[src/rtl/result_pkg.sv]
// Shared definitions for the result serializer slice.
//   DATA_W         : width of the output-neuron result word
//   DEPTH          : number of buffered result words (power of two)
//   BYTES_PER_WORD : bytes emitted per result word
//   state_e        : byte-index state machine encoding
package result_pkg;

  localparam int unsigned DATA_W         = 23;
  localparam int unsigned DEPTH          = 4;
  localparam int unsigned BYTES_PER_WORD = 3;

  typedef enum logic [1:0] {
    IDLE,
    SEND0,
    SEND1,
    SEND2
  } state_e;

endpackage

[src/rtl/result_fifo.sv]
// Synchronous word FIFO with a combinational head.
//   clk_i, rst_i : clock, synchronous active-high reset (clears pointers/count)
//   wr_i         : write wr_data_i at the tail (ignored when full unless popping)
//   pop_i        : drop the head word (ignored when empty)
//   head_o       : word at the head
//   count_o      : occupancy in words
//   full_o       : count_o == DEPTH
//   empty_o      : count_o == 0
module result_fifo #(
  parameter int unsigned DATA_W = 23,
  parameter int unsigned DEPTH  = 4
) (
  input  logic                     clk_i,
  input  logic                     rst_i,
  input  logic                     wr_i,
  input  logic [DATA_W-1:0]        wr_data_i,
  input  logic                     pop_i,
  output logic [DATA_W-1:0]        head_o,
  output logic [$clog2(DEPTH):0]   count_o,
  output logic                     full_o,
  output logic                     empty_o
);

  localparam int unsigned ADDR_W = $clog2(DEPTH);
  localparam int unsigned CNT_W  = ADDR_W + 1;

  logic [DATA_W-1:0] mem [DEPTH];
  logic [ADDR_W-1:0] wr_ptr;
  logic [ADDR_W-1:0] rd_ptr;
  logic              do_wr;
  logic              do_pop;

  assign full_o  = (count_o == CNT_W'(DEPTH));
  assign empty_o = (count_o == '0);
  assign do_pop  = pop_i & ~empty_o;
  assign do_wr   = wr_i & (~full_o | do_pop);
  assign head_o  = mem[rd_ptr];

  always_ff @(posedge clk_i) begin
    if (do_wr) begin
      mem[wr_ptr] <= wr_data_i;
    end
  end

  // Pointers wrap naturally because DEPTH is a power of two.
  always_ff @(posedge clk_i) begin
    if (rst_i) begin
      wr_ptr  <= '0;
      rd_ptr  <= '0;
      count_o <= '0;
    end else begin
      if (do_wr) begin
        wr_ptr <= wr_ptr + ADDR_W'(1);
      end
      if (do_pop) begin
        rd_ptr <= rd_ptr + ADDR_W'(1);
      end
      case ({do_wr, do_pop})
        2'b10:   count_o <= count_o + CNT_W'(1);
        2'b01:   count_o <= count_o - CNT_W'(1);
        default: count_o <= count_o;
      endcase
    end
  end

endmodule

[src/rtl/result_serializer.sv]
// Buffers output-neuron result words and streams each as 3 bytes, LSB first.
//   clk_i, rst_i    : clock, synchronous active-high reset
//   en_i            : capture enable (capture_i ignored while low)
//   capture_i       : one-cycle pulse, final_i valid
//   final_i         : result word
//   byte_o          : current byte (0 while idle)
//   byte_valid_o    : byte_o valid
//   byte_ready_i    : consumer accepts byte_o
//   frame_start_o   : byte_o is byte 0 of a word
//   count_o         : FIFO occupancy in words
//   overflow_o      : sticky, set when a capture is dropped on a full FIFO
//   clear_ovf_i     : clears overflow_o (a coincident drop wins)
module result_serializer
  import result_pkg::*;
#(
  parameter int unsigned DATA_W = result_pkg::DATA_W,
  parameter int unsigned DEPTH  = result_pkg::DEPTH
) (
  input  logic                     clk_i,
  input  logic                     rst_i,
  input  logic                     en_i,
  input  logic                     capture_i,
  input  logic [DATA_W-1:0]        final_i,
  output logic [7:0]               byte_o,
  output logic                     byte_valid_o,
  input  logic                     byte_ready_i,
  output logic                     frame_start_o,
  output logic [$clog2(DEPTH):0]   count_o,
  output logic                     overflow_o,
  input  logic                     clear_ovf_i
);

  localparam int unsigned CNT_W = $clog2(DEPTH) + 1;

  state_e                        state;
  state_e                        state_nxt;
  logic [DATA_W-1:0]             head;
  logic [BYTES_PER_WORD*8-1:0]   padded;
  logic                          full;
  logic                          empty;
  logic                          pop;
  logic                          wr;
  logic                          drop;

  // A pop only happens in SEND2, which needs a non-empty FIFO, so a write
  // into an empty FIFO can never be popped in the same cycle.
  assign pop  = (state == SEND2) & byte_ready_i;
  assign wr   = capture_i & en_i & (~full | pop);
  assign drop = capture_i & en_i & full & ~pop;

  result_fifo #(
    .DATA_W (DATA_W),
    .DEPTH  (DEPTH)
  ) u_fifo (
    .clk_i     (clk_i),
    .rst_i     (rst_i),
    .wr_i      (wr),
    .wr_data_i (final_i),
    .pop_i     (pop),
    .head_o    (head),
    .count_o   (count_o),
    .full_o    (full),
    .empty_o   (empty)
  );

  // Upper bits of the last byte are zero-padded.
  always_comb begin
    padded = '0;
    padded[DATA_W-1:0] = head;
  end

  always_ff @(posedge clk_i) begin
    if (rst_i) begin
      state <= IDLE;
    end else begin
      state <= state_nxt;
    end
  end

  always_comb begin
    state_nxt     = state;
    byte_valid_o  = 1'b0;
    frame_start_o = 1'b0;
    byte_o        = '0;
    case (state)
      IDLE: begin
        if (!empty) state_nxt = SEND0;
      end
      SEND0: begin
        byte_valid_o  = 1'b1;
        frame_start_o = 1'b1;
        byte_o        = padded[7:0];
        if (byte_ready_i) state_nxt = SEND1;
      end
      SEND1: begin
        byte_valid_o = 1'b1;
        byte_o       = padded[15:8];
        if (byte_ready_i) state_nxt = SEND2;
      end
      SEND2: begin
        byte_valid_o = 1'b1;
        byte_o       = padded[23:16];
        // Occupancy after this pop, counting a same-cycle write.
        if (byte_ready_i) begin
          state_nxt = ((count_o > CNT_W'(1)) || wr) ? SEND0 : IDLE;
        end
      end
      default: state_nxt = IDLE;
    endcase
  end

  always_ff @(posedge clk_i) begin
    if (rst_i) begin
      overflow_o <= 1'b0;
    end else if (drop) begin
      overflow_o <= 1'b1;
    end else if (clear_ovf_i) begin
      overflow_o <= 1'b0;
    end
  end

endmodule

[config.mk]
export PLATFORM = sky130hd
export DESIGN_NAME = result_serializer
export DESIGN_NICKNAME = d
export VERILOG_FILES = /design/src/rtl/result_pkg.sv /design/src/rtl/result_fifo.sv /design/src/rtl/result_serializer.sv
export SDC_FILE = /design/constraint.sdc
export NUM_CORES = 1
export LEC_CHECK = 0
export BUFFER_PORTS_ARGS = -buffer_cell sky130_fd_sc_hd__buf_2
export CAP_MARGIN = 20
export CORE_MARGIN = 5
export CORE_UTILIZATION = 35
export CTS_CLUSTER_DIAMETER = 40
export DETAILED_ROUTE_END_ITERATION = 7
export PLACE_DENSITY = 0.56
export SLEW_MARGIN = 10
export SYNTH_ARGS = -nofsm -noshare
export SYNTH_HDL_FRONTEND = slang
export SYNTH_SLANG_ARGS = --single-unit
[constraint.sdc]
create_clock -name clk_i -period 2.19 [get_ports clk_i]
set_clock_uncertainty 0.05 [all_clocks]
set_input_delay 0.438 -clock clk_i [delete_from_list [all_inputs] [get_ports clk_i]]
set_output_delay 0.438 -clock clk_i [all_outputs]
set_load 0.01 [all_outputs]
==> impl_results.md, run 1 <==
* WL final at roughly 7.9 mm
* Number of flops mapped to enable cells by yosys at between 90 and 100
* Die area at 14,260 um2
* Worst-Margin Slew at between 0.5 and 0.6 ns
* Final setup margin at -0.1178 ns
* Vias in the first global route at 2,268
* Nets at 336
* Fin cells at 445
* GRT Util Overall at a little under an eighth
* Distinct cell type count after synthesis at 32
* Reg2reg start: u_fifo.count_o[1]
* Maximum VDD drop at about 0.36 mV
* Routability cong. at 0.6653
* Seq cells post-synth at 104
* 1st-iter DRT viols at approximately 140
* Multi-input logic area at roughly 1200 um2
* Hold_sp: final_i[15]
* Top_reg_cell synth: edfxtp_1
* CTS Buffer Depth at 2
* Static leakage at 1.734 nW
* Syn nets at about 280
* Average instance area after synthesis at about 18 um2
* Wire per inst at 17.73 um
* Post-synthesis sequential area ratio at a little under three quarters
* ANT nets after route at 0
* Ant diodes at 0
* Buffers on Ports at 42
* Fill count at about 1,100
* Pwr dens at roughly 900 nW/um2
* Clk sinks at around 100
* FMAX at approximately 430 MHz
* Clk slew on worst S/H paths at approximately 0.07 ns
* Synth async-reset ratio at 0%
* TritonCTS clock tree: built
* Max-cap violation count at 0
* Layout cell share with drive strength beyond 1 at approximately two fifths
* Area delta synth->final at 22.81%
* Post-route DRC at 0
* Number of hold violations in the final report at 0
* CP arrival at between 1.5 and 2 ns
* Vias at between 2,000 and 2,500
* DP Cell Count at 428
* Grt met2 use at between 10% and 20%
* Family with the most delay on the worst path: multiplexers
* Post-Syn Area at roughly 4200 um2
* Die width at about 120 um
* Drt pass-1 iters at 4
* Synth warnings at 0
* Die height at about 120 um
* Worst-path maximum fanout at 8
* Slowest-stage cell, CP: mux4_2
* Period utilization at 105.4%
* Register area at 3007 um2
* I/O pin cnt at 43
* M1 GR Usage at between 10% and 20%
* Post-layout min period at 2.308 ns
* Relative slew slack at between 60% and 70%
* Num rows at 40
* Setup CP Type: flip-flop to output pin
* Initial antenna violation count at 0
* Cell mode on critical path: a21oi_2
* GRT overflow at 0
* CP startpoint kind: flip-flop
* Max-slew violations at 0
* Crit path buf inv count at 2
* Post-placement setup slack at roughly 0.12 ns
* Busiest grt layer: met2
* RSZ-0062 raised after global routing: yes
* Clock buffer count from CTS at 9
* Root Driver: clkbuf_16
* Reg-to-reg slack, setup at 0.17 ns
* Initial Utilization at 35.33%
* Clock latency on the worst-skew pair at roughly 0.34 ns
* Via density at roughly 5
* Slowest cell delay on critical path at between 0.5 and 0.6 ns
* Worst EP required at between 1.5 and 2 ns
* Deepest level of the CTS H-tree at 3
* Finish-stage setup viols at 8
* Detail Placement HPWL at between 5 and 6 mm
* Status: complete, but fails checks
* Failing checks: setup timing
* Total Neg Setup Slack at -0.7679 ns
* Worst Hold Class: input port to flip-flop
* Largest net degree at the start of global routing at 24
* Hold_ws at ~0.26 ns
* Crit path capture type: output pin
* CP cell instances: buf_12 -> mux4_2 -> a21oi_2 -> a21oi_2 -> buf_2
* GR Util met3 at approximately 2.4%
* Core ar. at 11,860 um2
* Post-Synthesis Cells at approximately 240
* First-pass GRT wire length at between 10 and 15 mm
-- report_power, final --
group	internal [mW]	switching, mW
Combinational	0.270	0.391
Sequential	2.22	0.0269
Clock	1.01	0.704
Total	3.50	1.12
-- routing by layer --
layer / up-vias / part of all wire, %
met5: - / 0
met4: 0 / 1.5
met3: 10 / 3.5
met2: 39 / 50
met1: 1099 / 45
li1: 1032 / -
-- cells by family after synthesis --
kind of cell    Yosys count  synth area share [%]
compound gates           30                 4.419
fa+ha+maj                14                 4.180
simple gates             33                 3.703
flops                   104                 71.66
buf+inv                  18                 2.209
mux                      31                 12.78
xor+xnor                  5                 1.045
-- state kept, by name (all words and copies together), names as in the netlist, named ones only --
signal / cells
u_fifo.mem: 92
u_fifo.wr_ptr: 2
overflow_o: 1
u_fifo.rd_ptr: 2
u_fifo.count_o: 3
state: 2
-- timing repair --
action | CTS | global route
gates cloned | 0 | 0
resized for setup | 17 | 10
hold buffers | 0 | 0
setup buffers | 1 | 0
pin swaps | 8 | 3
endpoints found under the setup margin | 8 | 8
hold endpoints to repair | 0 | 0
-- synthesized netlist by cell type (2+ instances only) --
| library cell | n | area share [%] |
|---|---|---|
| edfxtp_1 | 92 | 66 |
| mux4_2 | 18 | 9.7 |
| a21oi_1 | 15 | 1.8 |
| ha_1 | 14 | 4.2 |
| mux2i_1 | 13 | 3.1 |
| dfxtp_1 | 12 | 5.7 |
| nor2_1 | 10 | 0.90 |
| inv_1 | 9 | 0.81 |
| nand2_1 | 9 | 0.81 |
| o22ai_1 | 6 | 0.90 |
| and2_1 | 4 | 0.60 |
| buf_4 | 4 | 0.72 |
| a22oi_1 | 3 | 0.54 |
| nor3_1 | 3 | 0.36 |
| xnor2_1 | 3 | 0.63 |
| buf_2 | 2 | 0.24 |
| nor2b_1 | 2 | 0.30 |
| xor2_1 | 2 | 0.42 |
-- worst paths after layout --
check / end / depth (start not counted)
worst max-delay path: byte_o[2] / 5
worst min-delay path: u_fifo.mem[2][15] / 1
worst max register to register: u_fifo.count_o[2] / 7
worst min register to register: flip-flop / 2
-- through the flow --
stage / instance area, um2 / total power [mW] / util (%)
global route: 5146 / 4.843 / 43.39
floorplan: 4190 / 2.626 / -
finish: 5146 / 4.621 / 43.39
CTS: 5105 / 4.635 / 43.04
detailed placement: 4698 / 2.876 / 39.61
global placement: 4698 / 2.877 / 39.61
-- cells in the final DEF, fill, tap and decap left out, types with 6 or more instances in the layout --
cell	netlist	layout
edfxtp_1	92	92
inv_1	9	9
ha_1	14	12
clkbuf_16	0	9
a21oi_2	0	9
a21oi_1	15	6
buf_4	4	6
dfxtp_1	12	11
buf_12	0	7
buf_2	2	42
nor2_1	10	10
nand2_2	1	6
mux2i_1	13	13
mux4_2	18	18
-- cell type report --
cell class	count	area share, %
Multi-Input combinational cell	113	23.05
Sequential cell	104	58.42
Clock buffer	9	4.376
Clock inverter	7	1.945
Timing Repair Buffer	56	7.975
Tap cell	147	3.574
Inverter	9	0.6565
Power figures use the tool's default switching activity.
==> run 2, diff against run 1 <==
==> constraint.sdc (replaced) <==
create_clock -name clk_i -period 2.19 [get_ports clk_i]
set_clock_uncertainty 0.05 [all_clocks]
set_input_delay 0.219 -clock clk_i [delete_from_list [all_inputs] [get_ports clk_i]]
set_output_delay 0.219 -clock clk_i [all_outputs]
set_load 0.01 [all_outputs]
==> impl_results.md, run 2 (synthesis results as in run 1) <==
* Status: finished clean
* 1st-iter DRT viols at 99 (-30%)
* Layout cell share with drive strength beyond 1 at 34.80% (-3.8 points)
* Setup CP Type: flip-flop to output pin
* Core ar. at 11,860 um2 (unchanged)
* Hold_sp: final_i[14]
* Slowest-stage cell, CP: mux4_2
* FMAX at 469.3 MHz (+8.3%)
* Final setup margin at 0.05915 ns (+0.1770 ns)
* Detail Placement HPWL at 5.335 mm (+1.4%)
* Switch share at 23.82% (-0.46 points)
* Num rows at 40 (unchanged)
* Root Driver: clkbuf_16
* Hold Buf Count CTS at 0 (unchanged)
* Initial antenna violation count at 0 (unchanged)
* Buffers on Ports at 42 (unchanged)
* RSZ-0062 raised after global routing: yes
* Worst-Margin Slew at 0.4431 ns (-0.09615 ns)
* I/O pin cnt at 43 (unchanged)
* Core Util, Final at 43.18% (-0.21 points)
* Max-cap violation count at 0 (unchanged)
* Ant diodes at 0 (unchanged)
* CTS Buffer Depth at 2 (unchanged)
* Comb power frac at 13.3% (-1.0 points)
* Pwr dens at 889.4 nW/um2 (-0.96%)
* First-pass GRT wire length at 13.17 mm (+2.6%)
* Most common cell after layout, fill and taps aside: edfxtp_1
* Initial Utilization at 35.33% (unchanged)
* ANT nets after route at 0 (unchanged)
* Top flop regs: u_fifo.mem x92, u_fifo.count_o x3
* Reg-to-reg slack, setup at 0.16 ns (about the same)
* Die width at 119.4 um (unchanged)
* Maximum VDD drop at 0.4451 mV (+24%)
* Period utilization at 97.30% (-8.1 points)
* Fill count at 1,033 (-1.6%)
* Max-slew violations at 0 (unchanged)
* Die height at 119.4 um (unchanged)
* Clk sinks at 104 (unchanged)
* Finish-stage setup viols at 0 (-8)
* Area delta synth->final at 22.22%
* Largest net degree at the start of global routing at 29 (+21%)
* Relative slew slack at 70.46% (+6.4 points)
* Worst EP required at 1.92 ns (+0.22 ns)
* Reg2Reg Depth at 7 (unchanged)
* Worst hold path depth at 1 (unchanged)
* GRT Util Overall at 12.29% (+0.34 points)
* Deepest level of the CTS H-tree at 3 (unchanged)
* CP startpoint kind: flip-flop
* Most flops, register: u_fifo.mem
* Worst Hold Class: input port to flip-flop
* Family with the most delay on the worst path: multiplexers
* TritonCTS clock tree: built
* Clock network power share at 37.2% (about the same)
* Multi-input logic area at 1156 um2 (-2.5%)
* Crit path buf inv count at 2 (unchanged)
* Post-route DRC at 0 (unchanged)
* CP arrival at 1.86 ns (+0.04 ns)
* Hold endpoint: u_fifo.mem[3][14]
* WL final at 8.268 mm (+4.8%)
* CP cell instances: buf_12 -> mux4_2 -> a22oi_2 -> a21oi_1 -> buf_2
* Routability cong. at 0.7345 (+10%)
* Wire per inst at 18.66 um (+5.3%)
* Psw at 1.085 mW (-3.3%)
* Slowest cell delay on critical path at 0.52 ns (-0.02 ns)
* Reg2reg start: u_fifo.count_o[0]
* Crit path capture type: output pin
* Clk slew on worst S/H paths at 0.07 ns (about the same)
* Post-placement setup slack at 0.1787 ns (+0.05631 ns)
* Nets at 334 (-0.60%)
* Register area at 3007 um2 (unchanged)
* RR Endpoint: u_fifo.count_o[2]
* Number of hold violations in the final report at 0 (unchanged)
* Via density at 4.971 (+1.5%)
* GRT overflow at 0 (unchanged)
* Die area at 14,260 um2 (unchanged)
* Register share of total power at 49.4% (+0.9 points)
* Clock buffer count from CTS at 9 (unchanged)
* P_int at 3.470 mW (-0.85%)
* Max reg flops at 92 (unchanged)
* Worst-path maximum fanout at 7 (-1)
* Clock latency on the worst-skew pair at 0.34 ns (about the same)
* Post-layout min period at 2.131 ns (-0.1770 ns)
* Vias at 2,202 (+1.0%)
* Vias in the first global route at 2,375 (+4.7%)
* Cell count along the critical path at 5 (unchanged)
* Most frequent cells in the layout: edfxtp_1 (92), buf_2 (42), mux4_2 (18)
* Drt pass-1 iters at 6 (+2)
* Static leakage at 1.723 nW (-0.63%)
-- run 2: cell count changes in the layout (fill, tap and decap cells not counted), sizes merged --
cell,change
buf,-2
clkinv,+1
clkbuf,+1
inv,-2
-- run 2: worst max path at each step --
stage / from / endpoint
final: flip-flop / byte_o[6]
after global placement: u_fifo.count_o[0] / u_fifo.count_o[2]
after floorplan: u_fifo.count_o[0] / u_fifo.mem[0][0]
after CTS: flip-flop / byte_o[7]
after global routing: flip-flop / byte_o[7]
after detailed placement: u_fifo.count_o[0] / u_fifo.count_o[2]
-- run 2: through the flow --
| stage | total power [mW] | area [um2] | TNS [ns] | cells | hold slack (ns) |
|---|---|---|---|---|---|
| 2_1_floorplan | 2.626 | 4190 | 0 | 235 | 0.2679 |
| 3_3_place_gp | 2.847 | 4668 | 0 | 424 | 0.3842 |
| 3_5_place_dp | 2.854 | 4668 | 0 | 424 | 0.3942 |
| 4_1_cts | 4.570 | 5057 | -0.007405 | 442 | 0.03649 |
| 5_1_grt | 4.750 | 5121 | -0.01179 | 443 | 0.03589 |
| 6_report | 4.555 | 5121 | 0 | 443 | 0.04365 |
-- run 2: layer usage --
layer	share of wire, %	global-route usage, %
met5	0	0
met2	49	20.20
met4	1.6	4.653
met1	45	15.68
met3	3.8	3.134
-- run 2: timing repair --
item	in CTS	in global routing
cloned	1	0
buffers inserted	1	1
endpoints found under the setup margin	7	8
pin swaps	1	3
resized for setup	5	12
-- run 2: power by group through the flow --
stage / combinational, mW / sequential [mW] / clock, mW
CTS: 0.579 / 2.25 / 1.74
detailed placement: 0.561 / 2.29 / 0
floorplan: 0.338 / 2.29 / 0
finish: 0.606 / 2.25 / 1.70
global route: 0.670 / 2.26 / 1.82
global placement: 0.558 / 2.29 / 0
-- run 2: area by class of cell --
class                   instances  share of cell area, %
well taps                     147                  3.591
inverters                       9                 0.6597
repair buffers                 54                  8.209
clock buffers                  10                  4.471
multi-input cells             113                  22.58
clock inverters                 6                  1.784
flip-flops and latches        104                  58.71
-- run 2: worst register-to-register path, cell delays in order (launching register included) --
cell     delay [ns]
dfxtp_1        0.42
inv_1          0.11
ha_1           0.24
nor2b_1        0.16
nor2_1         0.19
ha_1           0.31
or3_1          0.36
a21oi_1        0.13
==> run 3, diff against run 2 <==
--- a/config.mk
+++ b/config.mk
@@ -7,6 +7,7 @@
 export LEC_CHECK = 0
 export BUFFER_PORTS_ARGS = -buffer_cell sky130_fd_sc_hd__buf_2
 export CAP_MARGIN = 20
+export CORE_ASPECT_RATIO = 0.6
 export CORE_MARGIN = 5
 export CORE_UTILIZATION = 35
 export CTS_CLUSTER_DIAMETER = 40
==> impl_results.md, run 3 (synthesis results as in run 1) <==
* Status: finished clean
* GRT Util Overall at 12.55% (+0.26 points)
* Grt met2 use at 18.43% (-1.8 points)
* Clock buffer count from CTS at 9 (unchanged)
* Fin cells at 455 (+2.7%)
* Most flops, register: u_fifo.mem
* Via density at 4.818 (-3.1%)
* DP Cell Count at 438 (+3.3%)
* Drt pass-1 iters at 5 (-1)
* 1st-iter DRT viols at 134 (+35%)
* Max-slew violations at 0 (unchanged)
* Vias at 2,192 (-0.45%)
* Routability cong. at 0.7133 (-2.9%)
* CP arrival at 1.86 ns (about the same)
* Pwr dens at 871.3 nW/um2 (-2.0%)
* Layout cell share with drive strength beyond 1 at 33.56% (-1.2 points)
* Nets at 334 (unchanged)
* CP cell instances: buf_12 -> mux4_2 -> a22oi_2 -> a21oi_2 -> buf_2
* Buffers on Ports at 42 (unchanged)
* Top flop regs: u_fifo.mem x92, u_fifo.count_o x3
* Clock latency on the worst-skew pair at 0.34 ns (about the same)
* Most frequent cells in the layout: edfxtp_1 (92), buf_2 (42), mux4_2 (18)
* Most common cell after layout, fill and taps aside: edfxtp_1
* Die area at 14,330 um2 (+0.51%)
* Finish-stage setup viols at 0 (unchanged)
* GR Util met3 at 4.077% (+0.94 points)
* First-pass GRT wire length at 12.99 mm (-1.4%)
* Vias in the first global route at 2,290 (-3.6%)
* Largest net degree at the start of global routing at 29 (unchanged)
* Num rows at 30 (-25%)
* Worst EP required at 1.92 ns (about the same)
* Slowest cell delay on critical path at 0.51 ns (about the same)
* Core ar. at 11,490 um2 (-3.2%)
* Power Total at 4.429 mW (-2.7%)
* Maximum VDD drop at 0.4050 mV (-9.0%)
* Reg2reg start: u_fifo.count_o[0]
* Die width at 151.3 um (+27%)
* Worst-path maximum fanout at 5 (-2)
* RSZ-0062 raised after global routing: yes
* CP startpoint kind: flip-flop
* Clk sinks at 104 (unchanged)
* TritonCTS clock tree: built
* Period utilization at 97.01% (-0.28 points)
* Crit path capture type: output pin
* Number of hold violations in the final report at 0 (unchanged)
* Ant diodes at 0 (unchanged)
* Detail Placement HPWL at 5.508 mm (+3.2%)
* Crit path buf inv count at 2 (unchanged)
* CTS Buffer Depth at 2 (unchanged)
* Family with the most delay on the worst path: multiplexers
* Initial antenna violation count at 0 (unchanged)
* WL final at 8.525 mm (+3.1%)
* Relative slew slack at 62.30% (-8.2 points)
* Area delta synth->final at 21.32%
* FMAX at 470.7 MHz (+0.29%)
* Setup CP Type: flip-flop to output pin
* Hold_sp: final_i[12]
* Static leakage at 1.705 nW (-1.1%)
* Busiest grt layer: met2
* Reg-to-reg slack, setup at 0.13 ns (-0.03 ns)
* Post-route DRC at 0 (unchanged)
* Post-layout min period at 2.125 ns (-0.006235 ns)
* Max-cap violation count at 0 (unchanged)
* Hold Buf Count CTS at 0 (unchanged)
* GRT overflow at 0 (unchanged)
* Die height at 94.76 um (-21%)
* Initial Utilization at 36.48% (+1.2 points)
* Wire per inst at 18.74 um (+0.39%)
* Worst Hold Class: input port to flip-flop
* Max reg flops at 92 (unchanged)
* Worst-Margin Slew at 0.5654 ns (+0.1224 ns)
* Root Driver: clkbuf_16
* Slowest-stage cell, CP: mux4_2
* Clk slew on worst S/H paths at 0.06 ns (about the same)
* I/O pin cnt at 43 (unchanged)
* M1 GR Usage at 18.05% (+2.4 points)
* Deepest level of the CTS H-tree at 3 (unchanged)
* ANT nets after route at 0 (unchanged)
run 3: changes by cell type in the layout (fill, tap and decap cells not counted), moves of 2 or more:
cell,previous run,this run
a22oi_1,0,2
a22oi_2,3,1
buf_12,8,6
clkinv_4,2,0
run 3: cell type report:
cell class,count,area (um2)
fillers,1041,6402
inverters,9,33.78
well taps,160,200.2
repair buffers,54,412.9
clock buffers,10,229.0
flip-flops and latches,104,3007
clock inverters,5,56.30
multi-input cells,113,1145
run 3: through the flow:
step	area, um2	hold slack (ns)	setup TNS, ns	setup slack [ns]	util [%]
after floorplan	4190	0.2679	0	0.01547	-
after global placement	4692	0.3854	0	0.1896	40.85
after detailed placement	4692	0.3916	0	0.1672	40.85
after CTS	5024	0.03082	0	0.001729	43.74
after global routing	5084	0.02650	-0.01263	-0.01230	44.26
final	5084	0.04270	0	0.06539	44.26
run 3: final timing paths:
check                      end  cells past startpoint
min          u_fifo.mem[0][12]                      1
max                  byte_o[5]                      5
max reg2reg  u_fifo.count_o[2]                      7
min reg2reg   u_fifo.rd_ptr[1]                      2
run 3: layer usage:
layer / wire length (um) / share of wire [%]
met5: 0 / 0
met4: 92 / 1.1
met3: 404 / 4.7
met2: 3677 / 43
met1: 4351 / 51
run 3: timing repair:
item | 4_1_cts | 5_1_grt
buffers inserted | 0 | 0
gates resized for setup | 7 | 7
pin swaps | 0 | 5
gates cloned | 1 | 1
setup endpoints to repair | 6 | 7
run 3: report_power, final:
| group | internal, mW | switching, mW | total, mW |
|---|---|---|---|
| Sequential | 2.22 | 0.0370 | 2.25 |
| Clock | 0.879 | 0.660 | 1.54 |
| Combinational | 0.252 | 0.385 | 0.637 |
